File: src/rtl/bwd_search_unit.sv
// Backward BFS search unit: expands the predecessor frontier one level per
// coordinator step, fetching predecessor rows over a req/ack port, and
// detects a meet with the forward search's visited set or frontier exhaustion.
module bwd_search_unit #(
  parameter int N  = 16,
  parameter int AW = 4
) (
  input  logic          m_clock,
  input  logic          p_reset,
  input  logic          start,
  input  logic [AW-1:0] goal,
  input  logic          step,
  input  logic [N-1:0]  fwd_visited,
  output logic          row_req,
  output logic [AW-1:0] row_addr,
  input  logic          row_ack,
  input  logic [N-1:0]  row_data,
  output logic          busy,
  output logic          step_done,
  output logic [N-1:0]  frontier,
  output logic [N-1:0]  visited,
  output logic [7:0]    level,
  output logic          meet,
  output logic [AW-1:0] meet_node,
  output logic          exhausted
);

  typedef enum logic [2:0] {
    S_IDLE, S_CHECK, S_READY, S_SCAN, S_REQ, S_COMMIT, S_DONE
  } state_t;

  localparam logic [AW:0]   N_EXT = (AW+1)'(N);
  localparam logic [AW-1:0] LAST  = AW'(N - 1);

  state_t        state_q, state_d;
  logic [N-1:0]  frontier_q, frontier_d;
  logic [N-1:0]  visited_q, visited_d;
  logic [N-1:0]  acc_q, acc_d;
  logic [AW-1:0] idx_q, idx_d;
  logic [7:0]    level_q, level_d;
  logic          meet_q, meet_d;
  logic [AW-1:0] meet_node_q, meet_node_d;
  logic          exhausted_q, exhausted_d;

  logic          goal_ok;
  logic [N-1:0]  hit;
  logic          hit_found;
  logic [AW-1:0] hit_low;

  assign goal_ok = ({1'b0, goal} < N_EXT);

  // Lowest set index of the backward/forward intersection
  always_comb begin
    hit       = visited_q & fwd_visited;
    hit_low   = '0;
    hit_found = 1'b0;
    for (int unsigned i = 0; i < N; i++) begin
      if (hit[i] && !hit_found) begin
        hit_low   = AW'(i);
        hit_found = 1'b1;
      end
    end
  end

  // State and datapath registers, cleared asynchronously
  always_ff @(posedge m_clock or negedge p_reset) begin
    if (!p_reset) begin
      state_q     <= S_IDLE;
      frontier_q  <= '0;
      visited_q   <= '0;
      acc_q       <= '0;
      idx_q       <= '0;
      level_q     <= '0;
      meet_q      <= 1'b0;
      meet_node_q <= '0;
      exhausted_q <= 1'b0;
    end else begin
      state_q     <= state_d;
      frontier_q  <= frontier_d;
      visited_q   <= visited_d;
      acc_q       <= acc_d;
      idx_q       <= idx_d;
      level_q     <= level_d;
      meet_q      <= meet_d;
      meet_node_q <= meet_node_d;
      exhausted_q <= exhausted_d;
    end
  end

  // Next-state and datapath update logic
  always_comb begin
    state_d     = state_q;
    frontier_d  = frontier_q;
    visited_d   = visited_q;
    acc_d       = acc_q;
    idx_d       = idx_q;
    level_d     = level_q;
    meet_d      = meet_q;
    meet_node_d = meet_node_q;
    exhausted_d = exhausted_q;
    case (state_q)
      S_IDLE, S_READY, S_DONE: begin
        if (start && goal_ok) begin
          frontier_d  = {{(N-1){1'b0}}, 1'b1} << goal;
          visited_d   = {{(N-1){1'b0}}, 1'b1} << goal;
          level_d     = '0;
          meet_d      = 1'b0;
          meet_node_d = '0;
          exhausted_d = 1'b0;
          acc_d       = '0;
          state_d     = S_CHECK;
        end else if (state_q == S_READY && step) begin
          idx_d   = '0;
          acc_d   = '0;
          state_d = S_SCAN;
        end
      end
      S_CHECK: begin
        if (hit_found) begin
          meet_d      = 1'b1;
          meet_node_d = hit_low;
          state_d     = S_DONE;
        end else if (frontier_q == '0) begin
          exhausted_d = 1'b1;
          state_d     = S_DONE;
        end else begin
          state_d = S_READY;
        end
      end
      S_SCAN: begin
        if (frontier_q[idx_q]) begin
          state_d = S_REQ;
        end else if (idx_q == LAST) begin
          state_d = S_COMMIT;
        end else begin
          idx_d = idx_q + AW'(1);
        end
      end
      S_REQ: begin
        if (row_ack) begin
          acc_d = acc_q | row_data;
          if (idx_q == LAST) begin
            state_d = S_COMMIT;
          end else begin
            idx_d   = idx_q + AW'(1);
            state_d = S_SCAN;
          end
        end
      end
      S_COMMIT: begin
        frontier_d = acc_q & ~visited_q;
        visited_d  = visited_q | acc_q;
        level_d    = (level_q == 8'hFF) ? level_q : level_q + 8'd1;
        state_d    = S_CHECK;
      end
      default: state_d = S_IDLE;
    endcase
  end

  assign row_req   = (state_q == S_REQ);
  assign row_addr  = idx_q;
  assign busy      = (state_q == S_SCAN) || (state_q == S_REQ) || (state_q == S_COMMIT);
  assign step_done = (state_q == S_COMMIT);
  assign frontier  = frontier_q;
  assign visited   = visited_q;
  assign level     = level_q;
  assign meet      = meet_q;
  assign meet_node = meet_node_q;
  assign exhausted = exhausted_q;

endmodule

File: config.mk
export PLATFORM = sky130hd
export DESIGN_NAME = bwd_search_unit
export DESIGN_NICKNAME = d
export VERILOG_FILES = /design/src/rtl/bwd_search_unit.sv
export SDC_FILE = /design/constraint.sdc
export NUM_CORES = 1
export LEC_CHECK = 0
export CORE_MARGIN = 1
export CORE_UTILIZATION = 45
export CTS_CLUSTER_SIZE = 24
export DETAILED_ROUTE_END_ITERATION = 10
export HOLD_SLACK_MARGIN = 0.02
export PLACE_DENSITY = 0.72
export SKIP_LAST_GASP = 1
export SLEW_MARGIN = 10
export SYNTH_ARGS = -nofsm -noshare
export SYNTH_HDL_FRONTEND = slang
export SYNTH_SLANG_ARGS = --single-unit
File: constraint.sdc
create_clock -name m_clock -period 5 [get_ports m_clock]
set_input_delay 0.75 -clock m_clock [delete_from_list [all_inputs] [get_ports m_clock]]
set_output_delay 0.75 -clock m_clock [all_outputs]
set_load 0.02 [all_outputs]
==> flow_metrics.tcl, run 1 <==
set metrics [dict create \
    ctsHoldBuffers 0 \
    path_class "reg2out" \
    fmax_mhz 297.5 \
    fin_nets 546 \
    finalSetupTns_ns 0 \
    cts_buffers 9 \
    fp.dieH_um 94.09 \
    cts_max_level 3 \
    start_util_pct 46.44 \
    synth_edf_count 0 \
    pin_count 94 \
    area_growth_pct 31.57 \
    synth-seq-cells 69 \
    synth.distinct_cells 63 \
    p_leak_nw 2.008 \
    synth_area_leaders "dfrtp_1, a21oi_1, nor2_1, o21ai_0, nand2_1" \
    dp.cells 597 \
    worst-endpoint-required_ns 4.25 \
    power.share.clock_pct 17.2 \
    clock_latency_ns 0.35 \
    synth.top_cell.area_share_pct 45.25 \
    min_path_cells 1 \
    min_from "meet_node[2]" \
    syn_inst 418 \
    avgViaCountPerCell 5.838 \
    rows 33 \
    switching_share_pct 43.13 \
    postSynthAreaPerCell_um2 9.130 \
    finalSetupViolCount 0 \
    clk_pin_slew_ns 0.08 \
    min_path_type "reg2reg" \
    post-cts-setup-buffer-count 0 \
    fin_util_pct 61.11 \
    cp_max_fo 27 \
    status "completed" \
    die_w_um 94.09 \
    slew_viol_final 0 \
    slew_headroom_pct 40.30 \
    yosys-top-cells-count "dfrtp_1, a21oi_1, nor2_1" \
    period_minus_slack_ns 3.361 \
    hold_violations 0 \
    routabilityCongestion 0.9178 \
    irDropWorstVdd_mv 0.3352 \
    grt_overflow_total 0 \
    synth_nets 461 \
    r2r-start "state_q[1]" \
    crit_arrival_ns 2.61 \
    async_reset_ff_share_pct 100.0 \
    power_density_nw_per_um2 634.1 \
    die_area_um2 8853 \
    cts.sinks 69 \
    fin_cells 613 \
    cts_root_buf "clkbuf_8" \
    cts_resized 0 \
    fin_crit_sh_pct 67.23 \
    routed_wl_mm 10.62 \
    io_buffer_count 93 \
    pwr-share-comb_pct 48.6 \
    rr_endpoint "frontier[14]" \
    dp_hpwl_mm 7.959 \
    dr.pass1.iters 4 \
    grt_pass1_wl_mm 17.17 \
    seqPwrFrac_pct 34.1 \
    antenna_found_initial 0 \
    design.core.area_um2 8217 \
    endpoint_kind "primary output" \
    yosys_warnings 0 \
    grt_max_degree 70 \
    vias 3579 \
    cts_buffer_depth 2 \
    ant_nets 0 \
    drc 0 \
    syn-cell-area_um2 3816 \
    rsz0062_at_grt "false" \
    cts_tree "built" \
    r2r_slack_ns 2.54 \
    grt_usage_pct 25.30 \
    skew_ns 0.01114 \
    wl_per_cell_um 17.32 \
    synth.most_common_cell "dfrtp_1" \
    seq_area_frac_synth_pct 45.25 \
    antenna_cells 0 \
    maxCapViolations 0 \
    power.net_switching_mw 1.373 \
    dr.first_iter.drc_count 163 \
    grt_pass1_vias 3499 \
    drive_above_1_share_pct 6.693 \
    p_int_mw 1.811 \
    r2r_cells 7 \
    tightestPinTransition_ns 0.8927 \
    min_to "meet_node[2]" \
    synth_ff_type "dfrtp_1" \
    post-synth-top-area-cell "dfrtp_1" \
    start_kind "flip-flop" \
]
flip-flops by register name, indices dropped and copies added, names as in the netlist:
register / cells
visited: 16
exhausted: 1
acc_q: 16
row_addr: 4
frontier: 16
state_q: 3
level: 8
meet_node: 4
meet: 1
cell families after synthesis:
family | Yosys count | share of synthesized area, %
AO/OA/AOI/OAI | 151 | 25.51
adder cells (fa/ha/maj) | 2 | 0.6556
buffers and inverters | 33 | 4.131
multiplexers | 10 | 2.951
AND/OR/NAND/NOR | 148 | 20.36
flip-flops | 69 | 45.25
XOR/XNOR | 5 | 1.148
worst max-delay path, stage by stage (launching register included):
cell	delay [ns]
dfrtp_1	0.49
nand2b_1	0.27
or2_1	0.47
inv_4	0.35
clkdlybuf4s50_1	0.68
metal layers:
layer / track usage [%] / part of all wire (%) / up-vias
met5: 0 / 0 / -
met4: 6.795 / 1.1 / 0
met3: 4.531 / 5.2 / 12
met2: 44.04 / 50 / 101
met1: 32.18 / 43 / 1763
li1: - / - / 1703
layout make-up:
type,count,area (µm²)
Timing Repair Buffer,96,948.4
Tap cell,105,131.4
Clock buffer,10,127.6
Inverter,11,43.79
Clock inverter,6,111.4
Fill cell,705,3196
Sequential cell,69,1727
Multi-Input combinational cell,316,1932
layout by cell type, fill, tap and decap left out, types with 3 or more instances in the layout:
master,instances
a211oi_1,5
a21oi_1,56
a22o_1,7
a22oi_1,7
a31oi_1,3
a32o_1,3
a32oi_1,4
and2_1,4
and3_1,5
buf_4,3
bufinv_16,3
clkbuf_8,9
clkdlybuf4s50_1,92
dfrtp_1,69
inv_1,9
mux2i_1,9
nand2_1,31
nand2b_1,10
nand3_1,15
nand4_1,6
nor2_1,40
nor2b_1,12
nor3_1,3
nor4_1,6
o21a_1,7
o21ai_0,28
o22a_1,5
o22ai_1,5
xor2_1,3
how the worst max path moves through the flow:
stage | startpoint | to | slack, ns | depth (start not counted)
floorplan | state_q[1] | busy | 3.02 | 5
global placement | state_q[1] | step_done | 2.09 | 4
detailed placement | state_q[1] | step_done | 2.03 | 4
CTS | state_q[1] | step_done | 1.65 | 4
global route | state_q[2] | step_done | 1.48 | 4
finish | state_q[1] | step_done | 1.64 | 4
power groups by stage:
stage	clock (mW)	sequential [mW]	combinational [mW]
floorplan	0	1.14	0.886
global placement	0	1.09	1.51
detailed placement	0	1.10	1.54
CTS	0.557	1.09	1.55
global route	0.584	1.12	1.69
finish	0.549	1.09	1.55
metrics by stage:
step	cell area, µm²	power (mW)	hold WS, ns	setup WS [ns]
after detailed placement	4782	2.642	0.4899	2.030
after CTS	5021	3.199	0.5086	1.647
after global routing	5021	3.396	0.5168	1.480
after floorplan	3816	2.025	0.4544	3.019
final	5021	3.184	0.5043	1.639
after global placement	4782	2.598	0.4871	2.093
Note: power is estimated with default switching activity, not from simulation.
==> run 2, diff against run 1 <==
==> constraint.sdc (replaced) <==
create_clock -name m_clock -period 3.1 [get_ports m_clock]
set_input_delay 0.465 -clock m_clock [delete_from_list [all_inputs] [get_ports m_clock]]
set_output_delay 0.465 -clock m_clock [all_outputs]
set_load 0.02 [all_outputs]
==> run 2 against run 1 <==
  * Clock power up 68%
  * Die area unchanged
  * First-iteration DRC count up 34%
  * Utilization up 0.29 points
  * Total power up 64%
  * Combinational power up 64%
  * Largest cell class unchanged
  * Clock-buffer cell count unchanged
==> flow_metrics.tcl, run 2 (synthesis results as in run 1) <==
set metrics [dict create \
    post-cts-setup-buffer-count 0 \
    drc 0 \
    cts_resized 0 \
    slew_headroom_pct 39.96 \
    cts_root_buf "clkbuf_8" \
    maxCapViolations 0 \
    grt_max_degree 70 \
    grt_usage_pct 25.74 \
    r2r_cells 5 \
    vias 3640 \
    crit_chain "nand2b_1, or2_1, inv_4, clkdlybuf4s50_1" \
    wl_per_cell_um 17.63 \
    routabilityCongestion 0.8764 \
    pin_count 94 \
    endpoint_kind "primary output" \
    cts.sinks 69 \
    design.core.area_um2 8217 \
    crit_arrival_ns 2.36 \
    finalSetupTns_ns 0 \
    antenna_cells 0 \
    slowest_stage "clkdlybuf4s50_1" \
    r2r_slack_ns 1.02 \
    area_growth_pct 32.20 \
    cp_max_fo 27 \
    die_area_um2 8853 \
    antenna_found_initial 0 \
    ctsHoldBuffers 0 \
    ant_nets 0 \
    power.share.clock_pct 17.8 \
    power.net_switching_mw 2.252 \
    slew_viol_final 0 \
    switching_share_pct 43.26 \
    avgViaCountPerCell 5.919 \
    drive_above_1_share_pct 7.255 \
    cts_buffers 9 \
    total_power_mw 5.207 \
    cts_tree "built" \
    hold_violations 0 \
    p_int_mw 2.955 \
    start_util_pct 46.44 \
    dr.pass1.iters 5 \
    top_layer "met4" \
    status "completed" \
    min_path_type "in2async" \
    cpPeakStageDelay_ns 0.67 \
    rr_endpoint "row_addr[2]" \
    rows 33 \
    final_common_cell "clkdlybuf4s50_1" \
    cts_max_level 3 \
    routed_wl_mm 10.84 \
    grt_pass1_vias 3406 \
    io_buffer_count 93 \
    grt_overflow_total 0 \
    cts_buffer_depth 2 \
    fin_util_pct 61.40 \
    p_leak_nw 2.019 \
    power_density_nw_per_um2 1032 \
    period_minus_slack_ns 2.823 \
    path_class "reg2out" \
    grt_pass1_wl_mm 17.33 \
    clock_latency_ns 0.35 \
    fp.dieH_um 94.09 \
    m1WireLength_mm 4.892 \
    pwr-share-comb_pct 48.7 \
    seqPwrFrac_pct 33.5 \
    die_w_um 94.09 \
    start_kind "flip-flop" \
    dp_hpwl_mm 7.807 \
    skew_ns 0.008976 \
    tightestPinTransition_ns 0.9006 \
    met2_wirelength_mm 5.329 \
    fin_crit_sh_pct 91.05 \
    finalSetupViolCount 0 \
    fin_nets 548 \
    dr_wl_met3_um 478 \
    clk_pin_slew_ns 0.08 \
    r2r-start "row_addr[1]" \
    worst-endpoint-required_ns 2.63 \
    hold_slack_ns 0.3064 \
    layout_common_cells "clkdlybuf4s50_1, dfrtp_1, a21oi_1" \
    fmax_mhz 354.3 \
    rsz0062_at_grt "false" \
    dr.first_iter.drc_count 219 \
    irDropWorstVdd_mv 0.5057 \
]
## run 2: power groups by stage
stage	registers, mW	logic, mW	clock network, mW
6_report	1.75	2.54	0.924
5_1_grt	1.81	2.76	0.957
4_1_cts	1.75	2.53	0.926
3_5_place_dp	1.76	2.52	0
2_1_floorplan	1.84	1.43	0
3_3_place_gp	1.74	2.46	0
## run 2: cell type report
type	instances	area (µm²)
Multi-Input combinational cell	316	1932
Timing Repair Buffer	98	963.4
Tap cell	105	131.4
Sequential cell	69	1727
Clock buffer	10	137.6
Clock inverter	6	110.1
Inverter	11	43.79
Fill cell	711	3172
## run 2: worst max path at each step
stage                 from     endpoint  slack [ns]  cells past startpoint
6_report        state_q[1]    step_done        0.28                      4
2_1_floorplan  row_addr[0]  row_addr[2]        1.33                      6
3_5_place_dp    state_q[1]    step_done        0.68                      4
5_1_grt         state_q[0]    step_done        0.15                      4
4_1_cts         state_q[1]    step_done        0.28                      4
3_3_place_gp    state_q[0]    step_done        0.72                      4
## run 2: critical path: cells and delay by family (launching register included)
kind                   cells  cell delay [ns]
and+or+nand+nor            2             0.58
buffers and inverters      2             0.92
DFF                        1             0.51
## run 2: layer usage
layer	vias to the layer above	track usage, %
li1	1708	-
met2	114	42.27
met1	1804	34.39
met3	14	3.803
met4	0	9.359
met5	-	0
## run 2: metrics by stage
| step | cell area, µm² | setup slack (ns) | std cells |
|---|---|---|---|
| finish | 5045 | 0.2774 | 615 |
| global route | 5045 | 0.1484 | 615 |
| CTS | 5045 | 0.2795 | 615 |
| detailed placement | 4797 | 0.6753 | 599 |
| global placement | 4797 | 0.7237 | 599 |
| floorplan | 3816 | 1.332 | 418 |
